<file path="config.mk">
export PLATFORM = sky130hd
export DESIGN_NAME = capture_reg_arbiter
export DESIGN_NICKNAME = d
export VERILOG_FILES = /design/src/rtl/capture_reg_arbiter_pkg.sv /design/src/rtl/capture_reg_arbiter_rr_pick.sv /design/src/rtl/capture_reg_arbiter.sv
export SDC_FILE = /design/constraint.sdc
export NUM_CORES = 1
export LEC_CHECK = 0
export BUFFER_PORTS_ARGS = -buffer_cell sky130_fd_sc_hd__buf_2
export CAP_MARGIN = 40
export CORE_ASPECT_RATIO = 0.7
export CORE_MARGIN = 4
export CORE_UTILIZATION = 40
export CTS_BUF_LIST = sky130_fd_sc_hd__clkbuf_2 sky130_fd_sc_hd__clkbuf_4 sky130_fd_sc_hd__clkbuf_8
export DETAILED_ROUTE_END_ITERATION = 8
export PLACE_DENSITY = 0.68
export SYNTH_ARGS = -nofsm -noshare
export SYNTH_HDL_FRONTEND = slang
export SYNTH_HIERARCHICAL = 1
export SYNTH_SLANG_ARGS = --single-unit
</file>
<file path="constraint.sdc">
create_clock -name clk -period 3.6 [get_ports clk]
set_input_delay 0.72 -clock clk [delete_from_list [all_inputs] [get_ports clk]]
set_output_delay 0.72 -clock clk [all_outputs]
set_load 0.02 [all_outputs]
</file>
<file path="src/rtl/capture_reg_arbiter_pkg.sv">
`default_nettype none
// ============================================================================
// Module   : capture_arb_pkg
// Brief    : Shared types, constants and helpers for capture_reg_arbiter.
//            Holds the arbiter state encoding, the pointer width helper and
//            the explicit-wrap pointer advance.
// Revision : 1.0 - initial release
// ============================================================================
package capture_arb_pkg;

    // Default geometry used when the top is instantiated without overrides.
    localparam int NUM_REQ_DEFAULT = 4;
    localparam int DATA_W_DEFAULT  = 8;

    // Arbiter states: IDLE (nothing held) and HOLD (a word is presented).
    typedef enum logic [0:0] {
        ST_IDLE = 1'b0,
        ST_HOLD = 1'b1
    } arb_state_t;

    // Ceiling log2 with a floor of one bit so a pointer always has width.
    function automatic int calc_ptr_w(input int n);
        int w;
        w = 0;
        for (int i = 0; i < 31; i++) begin
            if ((1 << i) < n) begin
                w = i + 1;
            end
        end
        return (w < 1) ? 1 : w;
    endfunction

    // Pointer advance past the winner. The wrap is an explicit compare so
    // requester counts that are not a power of two rotate correctly.
    function automatic int next_ptr(input int w, input int n);
        return (w == n - 1) ? 0 : w + 1;
    endfunction

endpackage
`default_nettype wire

</file>
<file path="src/rtl/capture_reg_arbiter_rr_pick.sv">
`default_nettype none
// ============================================================================
// Module   : rr_pick
// Brief    : Combinational round-robin picker. Returns the first set bit of
//            elig scanning from ptr upward with wrap to zero, as both an
//            index and a one-hot vector, plus an any-eligible flag.
// Revision : 1.0 - initial release
// ============================================================================
module rr_pick #(
    parameter int NUM_REQ = 4,
    parameter int PTR_W   = 2
) (
    input  logic [NUM_REQ-1:0] elig,
    input  logic [PTR_W-1:0]   ptr,
    output logic               any,
    output logic [PTR_W-1:0]   winner,
    output logic [NUM_REQ-1:0] winner_oh
);

    // Sum is one bit wider than the pointer so ptr+k never overflows
    // before the wrap compare.
    localparam logic [PTR_W:0] C_NUM_REQ = (PTR_W + 1)'(NUM_REQ);

    logic [PTR_W:0]   w_sum;
    logic [PTR_W-1:0] w_idx;

    // Scan candidates ptr, ptr+1, ... with explicit wrap; first hit wins.
    always_comb begin
        any       = 1'b0;
        winner    = '0;
        winner_oh = '0;
        w_sum     = '0;
        w_idx     = '0;
        for (int k = 0; k < NUM_REQ; k++) begin
            w_sum = {1'b0, ptr} + (PTR_W + 1)'(k);
            if (w_sum >= C_NUM_REQ) begin
                w_sum = w_sum - C_NUM_REQ;
            end
            w_idx = w_sum[PTR_W-1:0];
            if (!any && elig[w_idx]) begin
                any              = 1'b1;
                winner           = w_idx;
                winner_oh[w_idx] = 1'b1;
            end
        end
    end

endmodule
`default_nettype wire

</file>
<file path="src/rtl/capture_reg_arbiter.sv">
`default_nettype none
// ============================================================================
// Module   : capture_reg_arbiter
// Brief    : Shares one capture register among NUM_REQ requesters using
//            round-robin arbitration. The winner's word is registered and
//            presented on a valid/ready interface; the winner receives a
//            one-cycle registered grant pulse.
// Revision : 1.0 - initial release
// ============================================================================
module capture_reg_arbiter
    import capture_arb_pkg::*;
#(
    parameter int NUM_REQ = NUM_REQ_DEFAULT,
    parameter int DATA_W  = DATA_W_DEFAULT
) (
    input  logic                      clk,
    input  logic                      rst_n,
    input  logic [NUM_REQ-1:0]        req,
    input  logic [NUM_REQ*DATA_W-1:0] req_data,
    output logic [NUM_REQ-1:0]        gnt,
    output logic                      out_valid,
    output logic [DATA_W-1:0]         out_data,
    input  logic                      out_ready,
    output logic                      busy
);

    localparam int PTR_W = calc_ptr_w(NUM_REQ);

    arb_state_t          r_state;
    logic [PTR_W-1:0]    r_ptr;
    logic [NUM_REQ-1:0]  r_gnt;
    logic                r_out_valid;
    logic [DATA_W-1:0]   r_out_data;

    logic [NUM_REQ-1:0]  w_elig;
    logic                w_any;
    logic [PTR_W-1:0]    w_winner;
    logic [NUM_REQ-1:0]  w_winner_oh;
    logic                w_slot_free;
    logic                w_cap;
    logic [PTR_W-1:0]    w_next_ptr;
    logic [DATA_W-1:0]   w_data [NUM_REQ];

    // Unpack the flat data bus into one word per requester.
    for (genvar gi = 0; gi < NUM_REQ; gi++) begin : g_unpack
        assign w_data[gi] = req_data[gi*DATA_W +: DATA_W];
    end

    // A requester whose grant is visible this cycle is still holding req
    // high by protocol; masking it prevents a double grant for one word.
    assign w_elig = req & ~r_gnt;

    rr_pick #(
        .NUM_REQ (NUM_REQ),
        .PTR_W   (PTR_W)
    ) u_rr_pick (
        .elig      (w_elig),
        .ptr       (r_ptr),
        .any       (w_any),
        .winner    (w_winner),
        .winner_oh (w_winner_oh)
    );

    // The register may be overwritten when empty or when its word is being
    // accepted this cycle, which gives back-to-back capture in HOLD.
    assign w_slot_free = (r_state == ST_IDLE) || out_ready;
    assign w_cap       = w_slot_free && w_any;
    assign w_next_ptr  = PTR_W'(next_ptr(int'(w_winner), NUM_REQ));

    // Arbiter state, pointer, grant pulse and capture register.
    always_ff @(posedge clk or negedge rst_n) begin
        if (!rst_n) begin
            r_state     <= ST_IDLE;
            r_ptr       <= '0;
            r_gnt       <= '0;
            r_out_valid <= 1'b0;
            r_out_data  <= '0;
        end else begin
            case (r_state)
                ST_IDLE: begin
                    if (w_cap) begin
                        r_out_data  <= w_data[w_winner];
                        r_out_valid <= 1'b1;
                        r_gnt       <= w_winner_oh;
                        r_ptr       <= w_next_ptr;
                        r_state     <= ST_HOLD;
                    end else begin
                        r_gnt <= '0;
                    end
                end
                ST_HOLD: begin
                    if (w_cap) begin
                        r_out_data  <= w_data[w_winner];
                        r_out_valid <= 1'b1;
                        r_gnt       <= w_winner_oh;
                        r_ptr       <= w_next_ptr;
                        r_state     <= ST_HOLD;
                    end else if (out_ready) begin
                        r_out_valid <= 1'b0;
                        r_gnt       <= '0;
                        r_state     <= ST_IDLE;
                    end else begin
                        r_gnt <= '0;
                    end
                end
                default: begin
                    r_state     <= ST_IDLE;
                    r_gnt       <= '0;
                    r_out_valid <= 1'b0;
                end
            endcase
        end
    end

    assign gnt       = r_gnt;
    assign out_valid = r_out_valid;
    assign out_data  = r_out_data;
    assign busy      = (r_state == ST_HOLD);

endmodule
`default_nettype wire

</file>
* Yosys cells after proc, flatten, opt, wreduce, memory -nomap -nowiden
Cells that the tools add are included.
Storage, ports and cells: register bits after elaboration 16, bits of input ports 39, output and inout bits 14
Cells by class: reduce and logical (&&, ||, !) cells 13, $lt $le $gt $ge 13, muxes and demuxes 47, bitwise logic cells 7, equal/unequal tests 3, add/sub/neg operators 8
Operators with widths (number):
- 2-to-1 mux 8 bit | 3
- 2-to-1 mux 2 bit | 10
- 2-to-1 mux 4 bit | 5
- 2-to-1 mux 1 bit | 18
- binary-select mux 8 bit (select 2 bit) | 1
- >= comparator 3 bit, second input constant | 4
- < comparator 2 x 3 -> 1 bit, second input constant | 4
- OR 4 bit | 3
- binary-select mux 1 bit (select 2 bit) | 4
- demux 1 bit (select 2 bit) | 4
- >= comparator 2 x 1 -> 1 bit, second input constant | 4
- logical AND 1 bit | 8
- subtractor 2 x 1 -> 2 bit, second input constant | 4
- adder 2 x 2 -> 3 bit, second input constant | 2
- bitwise AND 4 bit | 1
- NOT 4 bit | 1
- one-hot mux 1 bit (2 select lines) | 2
- adder 2 x 1 -> 3 bit, second input constant | 1
- >= comparator 2 x 3 -> 1 bit, second input constant | 1
- logical NOT 1 bit | 3
- inequality test 3 x 2 -> 1 bit, second input constant | 1
- NOT 2 -> 3 bit | 1
- adder 2 x 1 -> 2 bit, second input constant | 1
- == test 2 x 1 -> 1 bit, second input constant | 1
- other kinds (4) | 4

* Longest topological paths before layout
word-level depth 19, mapped depth 11

* By module
The synthesis kept the hierarchy.
By module, submodules not included:
- capture_reg_arbiter | seq. area each 400.4 um^2, cells an instance 54, times used 1, area an instance 858.3 um^2
- rr_pick | seq. area each 0.0 um^2, cells an instance 45, times used 1, area an instance 421.7 um^2

* Worst setup path before layout
OpenSTA, ideal clock, no wires.
kind input to register, start input req[3], end register r_out_data[0], in the netlist out_data[0], setup slack 0.568 ns, data arrival time 2.907 ns, buffers on the path 2, setup time 0.125 ns, stages on the path 7, path through nor2b_1 -> mux4_2 -> clkbuf_1 -> o31ai_1 -> buf_6 -> mux4_2 -> mux2_4
On the way: word-level cells in the longest chain between the ends 18, elaborated cells between the ends (all ways) 29, those cells by class 20 x mux; 2 x bitwise; 7 x reduce/logical
Ends and longest elaborated chain:
- start, declared | RTL line capture_reg_arbiter.sv:18 | input logic [NUM_REQ-1:0] req,
- bitwise AND 4 bit * | RTL line capture_reg_arbiter.sv:51 | assign w_elig = req & ~r_gnt;
- binary-select mux 1 bit (select 2 bit) | RTL line capture_reg_arbiter_rr_pick.sv:40 | if (!any && elig[w_idx]) begin
- 2-to-1 mux 1 bit (not written as such) | RTL line capture_reg_arbiter_rr_pick.sv:40
- 2-to-1 mux 1 bit | RTL line capture_reg_arbiter_rr_pick.sv:40
- logical NOT 1 bit | RTL line capture_reg_arbiter_rr_pick.sv:40
- logical AND 1 bit | RTL line capture_reg_arbiter_rr_pick.sv:40
- 2-to-1 mux 1 bit | RTL line capture_reg_arbiter_rr_pick.sv:40
- logical NOT 1 bit | RTL line capture_reg_arbiter_rr_pick.sv:40
- [... 2 more ...]
- logical NOT 1 bit | RTL line capture_reg_arbiter_rr_pick.sv:40
- logical AND 1 bit | RTL line capture_reg_arbiter_rr_pick.sv:40
- 2-to-1 mux 2 bit * | RTL line capture_reg_arbiter_rr_pick.sv:40
- named net w_winner[0] | RTL line capture_reg_arbiter.sv:37 | logic [PTR_W-1:0] w_winner;
- NOT 2 -> 3 bit (not written as such) * | RTL line capture_reg_arbiter.sv:82, capture_reg_arbiter.sv:93
- binary-select mux 8 bit (select 2 bit) * | RTL line capture_reg_arbiter.sv:82, capture_reg_arbiter.sv:93
- 2-to-1 mux 8 bit (not written as such) * (2 in series) | RTL line capture_reg_arbiter.sv:82, capture_reg_arbiter.sv:93
- 2-to-1 mux 8 bit * | RTL line capture_reg_arbiter.sv:81, capture_reg_arbiter.sv:92
- end signal, assigned | RTL line capture_reg_arbiter.sv:82 | r_out_data <= w_data[w_winner];
- end signal, assigned | RTL line capture_reg_arbiter.sv:93 | r_out_data <= w_data[w_winner];
- end, declared | RTL line capture_reg_arbiter.sv:33 | logic [DATA_W-1:0] r_out_data;
Mark *: on every way through the listed nets, which the timed path passes. The rest lies on a longest branch. The select of a mux whose other input is x is not followed. A chain may end at the register's enable or synchronous reset.

* Worst setup path in the final report
start register r_ptr[1], end register r_out_data[6], in the netlist out_data[6]
On the way: word-level cells in the longest chain between the ends 19, elaborated cells between the ends (all ways) 43, those cells by class 7 x add/sub; 4 x order compare; 24 x mux; 1 x bitwise; 7 x reduce/logical
Ends and longest elaborated chain:
- start, declared | RTL line capture_reg_arbiter.sv:30 | logic [PTR_W-1:0] r_ptr;
- start signal, assigned | RTL line capture_reg_arbiter.sv:85 | r_ptr <= w_next_ptr;
- start signal, assigned | RTL line capture_reg_arbiter.sv:96 | r_ptr <= w_next_ptr;
- parallel branches: the longest is 13 deep, another holds adder 2 x 1 -> 3 bit
- 2-to-1 mux 2 bit * | RTL line capture_reg_arbiter_rr_pick.sv:40
- named net w_winner[0] | RTL line capture_reg_arbiter.sv:37
- NOT 2 -> 3 bit (not written as such) * | RTL line capture_reg_arbiter.sv:82, capture_reg_arbiter.sv:93
- binary-select mux 8 bit (select 2 bit) * | RTL line capture_reg_arbiter.sv:82, capture_reg_arbiter.sv:93
- 2-to-1 mux 8 bit (not written as such) * (2 in series) | RTL line capture_reg_arbiter.sv:82, capture_reg_arbiter.sv:93
- 2-to-1 mux 8 bit * | RTL line capture_reg_arbiter.sv:81, capture_reg_arbiter.sv:92
Mark *: on every way through the listed nets, which the timed path passes. The select of a mux whose other input is x is not followed.

==> run summary <==
The leading cell type in the layout, fill and taps excluded is sky130_fd_sc_hd__buf_2. The final net count came out at around 200. Post-CTS repair changed the size of 0 cells. Setup repair after global routing left no endpoint under its margin. The total wirelength of the detailed-routed design came out at between 2 and 3 mm. Summed over all instances, the cell type with the most area after synthesis is sky130_fd_sc_hd__dfrtp_1.

The max-capacitance violation count is 0. Based on the critical path, the design can be clocked at up to between 300 and 400 MHz. The total congestion overflow after global routing came out at 0.

The analysis attributes to cell leakage a power of about 0.00076 µW. The number of filler instances in the final layout is 246. For this run, the leading register cell type out of synthesis is sky130_fd_sc_hd__dfrtp_1. The initial antenna violation count is 0. The wire length per cell after detailed routing came out at 15.6 µm. The area growth from synthesis to layout is 25.8%. The first-iteration detailed-routing DRC count is 25. Counting cells, the worst reg-to-reg path comes to 9. In the layout the commonest cells are sky130_fd_sc_hd__buf_2, sky130_fd_sc_hd__dfrtp_1, sky130_fd_sc_hd__mux4_2, sky130_fd_sc_hd__mux2_4, sky130_fd_sc_hd__a22oi_1. The first global-routing pass estimated ~4.8 mm of wire. Synthesis produced a netlist whose cell count is 99. The data required time of the critical path came out at roughly 3.7 ns. The full die area is between 4000 and 5000 µm².

Clock tree synthesis found a total of 16 sinks. STA classifies the critical path startpoint as a register. After synthesis, the cell types taking the most area are sky130_fd_sc_hd__dfrtp_1, sky130_fd_sc_hd__mux4_2, sky130_fd_sc_hd__mux2_4. The final setup slack of the worst path came out at 0.327 ns. The endpoint type of the worst setup path is a register.

The number of enable-type register cells in the synthesized netlist is 0. The worst register-to-register path begins at r_ptr[1]$_DFFE_PN0P_. The average size of a mapped cell is 12.9 µm².

The area of the multi-input gates came out at a little over 800 µm². The routed layout has about 1000 vias. The quantity of hold-fixing buffers added after cts came out at 0. The total count of hold-check failures in the final report came to 0. After detailed routing, the number of vias per cell comes to about 5.4.

The share of layout cells above drive strength 1 came out at 0.550. Of all flip-flops after synthesis, the portion carrying an async set or reset was 1.00. The number of clock buffers inserted by TritonCTS came out at 3. The run finished with clean final reports. After detailed routing, the number of remaining DRC violations is 0. The number of register bits inferred by synthesis is 16.

The global-route usage over all layers is 0.145. The arrival time at the worst endpoint is 3.41 ns. The net count after synthesis is about 140. The clock-pin transition on the worst setup and hold timing paths came out at 0.06 ns.

The clock latency at the later pin of the worst-skew pair came out at 0.25 ns. The worst pin sits at a relative slew slack of 0.702. Of the post-synthesis cell area, the dominant cell type holds 0.313.

The number of buffers added on ports came out at 52. IR analysis of the VDD net gives a maximum drop of 0.410 mV. The count of yosys warnings during synthesis came out at 6. The vertical die dimension came out at 55.3 µm.

The first detailed-routing pass took 4 iterations. The worst register-to-register path ends at out_data[6]$_DFFE_PN0P_. The portion of the clock cycle consumed by the worst path in the final layout came out at 0.909. The cell sitting at the root of the clock tree is a sky130_fd_sc_hd__clkbuf_8. TritonCTS built the clock tree. The setup slack of the worst register-to-register path is 0.33 ns. At the end of routability-driven placement, the weighted congestion stood at 0.738. The post-route clock skew is ~0.0024 ns. The total negative setup slack is 0 ns. The combined area of all synthesized cells came out at about 1300 µm². The type of the worst min-delay path is primary input to async pin.

The synthesized netlist contains 28 unique library cells. The number of buffers on the longest clock path is 2. The top-level I/O count is between 50 and 60. Setup violations remaining at the end of the flow were counted as 0.

The number of global-route vias before repair is approximately 1100. The shortest period the worst path allows came out at roughly 3.3 ns. The buffers inserted during post-CTS setup optimization is 0. The antenna violation net count after detailed routing came out at 0. The effective utilization at floorplan is 0.438. The die is 75.6 µm wide. The number of inserted diodes came out at 0. The H-tree depth came out at 1. The sequential cell area is 400 µm².

The core region area came out at approximately 2900 µm². The total power of the final layout is about 1800 µW. The portion of the post-synthesis area used by sequential elements is 0.313. The count of final max-slew check failures is 0.

The setup slack after placement came out at approximately 0.26 ns. The pin count of the biggest net entering global routing is 17. The half-perimeter wire length after placement came out at about 2.4 mm. The setup path with the least slack is of type register to register. The number of placement rows came out at 16. Along the worst path, the maximum fanout reaches 10. The share of the core filled with cells in the final layout came out at 0.551.

The power per cell area came out at about 1100 nW/µm². The transition time at the pin with the least slew margin came out at between 0.4 and 0.5 ns.
synthesized netlist by cell type (2+ instances only):
| library cell | instances |
|---|---|
| sky130_fd_sc_hd__nor2b_1 | 7 |
| sky130_fd_sc_hd__clkbuf_1 | 2 |
| sky130_fd_sc_hd__mux4_1 | 2 |
| sky130_fd_sc_hd__inv_1 | 3 |
| sky130_fd_sc_hd__ha_1 | 6 |
| sky130_fd_sc_hd__buf_6 | 4 |
| sky130_fd_sc_hd__mux2_2 | 2 |
| sky130_fd_sc_hd__mux4_2 | 10 |
| sky130_fd_sc_hd__mux2_4 | 8 |
| sky130_fd_sc_hd__dfrtp_1 | 16 |
| sky130_fd_sc_hd__nand2b_1 | 2 |
| sky130_fd_sc_hd__nor2_1 | 5 |
| sky130_fd_sc_hd__and2_1 | 4 |
| sky130_fd_sc_hd__mux2i_1 | 3 |
| sky130_fd_sc_hd__o21ai_0 | 5 |
| sky130_fd_sc_hd__a22oi_1 | 8 |
per-stage QoR:
| stage | hold WS, ns | std cells | cell area, µm² |
|---|---|---|---|
| global route | 0.397 | 187 | 1610 |
| global placement | 0.442 | 183 | 1560 |
| CTS | 0.386 | 187 | 1610 |
| floorplan | 0.424 | 99 | 1280 |
| detailed placement | 0.448 | 183 | 1560 |
| finish | 0.381 | 187 | 1610 |
layout make-up:
cell class,instances,share of cell area
clock buffers,4,0.0342
multi-input cells,73,0.507
flip-flops and latches,16,0.249
repair buffers,55,0.176
inverters,3,0.00699
well taps,36,0.0280
sequential cells by signal, indices dropped and copies added, names as in the netlist:
| name | count |
|---|---|
| gnt | 4 |
| out_valid | 1 |
| r_ptr | 2 |
| out_data | 8 |
| busy | 1 |
routing by layer:
metal	up-vias	GRT usage	part of all wire
met5	-	0	0
met4	0	0.0299	0.0069
met3	2	0.0290	0.042
met2	25	0.264	0.54
met1	507	0.173	0.41
li1	485	-	-
cells by family after synthesis:
family / share of synthesized area
AO/OA/AOI/OAI: 0.0968
adder cells (fa/ha/maj): 0.0586
buffers and inverters: 0.0538
flip-flops: 0.313
multiplexers: 0.361
AND/OR/NAND/NOR: 0.117
power breakdown:
part           switching (µW)  internal [µW]  leakage (µW)  total, µW
clock                    59.1           96.9     0.0000288        156
combinational             609            668      0.000543       1280
sequential               53.8            265      0.000189        319
total                     722           1030      0.000761       1750
worst max-delay path, cell delays in order (launching register included):
cell and delay [ns]:
sky130_fd_sc_hd__dfrtp_1 0.52, sky130_fd_sc_hd__inv_1 0.16, sky130_fd_sc_hd__ha_1 0.40, sky130_fd_sc_hd__mux4_2 0.45, sky130_fd_sc_hd__and2b_2 0.32, sky130_fd_sc_hd__o21ai_0 0.11, sky130_fd_sc_hd__o31ai_2 0.13, sky130_fd_sc_hd__buf_4 0.27
sky130_fd_sc_hd__mux4_2 0.52, sky130_fd_sc_hd__mux2_4 0.27
worst max-delay path by stage:
stage               slack (ns)                 endpoint                  from  depth (start not counted)
floorplan                 0.57  out_data[0]$_DFFE_PN0P_                req[3]                          7
global placement          0.32  out_data[2]$_DFFE_PN0P_                req[2]                          9
detailed placement        0.26  out_data[6]$_DFFE_PN0P_                req[0]                          9
CTS                       0.36  out_data[6]$_DFFE_PN0P_  r_ptr[1]$_DFFE_PN0P_                          9
global route              0.20  out_data[4]$_DFFE_PN0P_  r_ptr[1]$_DFFE_PN0P_                          9
finish                    0.33  out_data[6]$_DFFE_PN0P_  r_ptr[1]$_DFFE_PN0P_                          9
(Power assumes the default switching activity.)
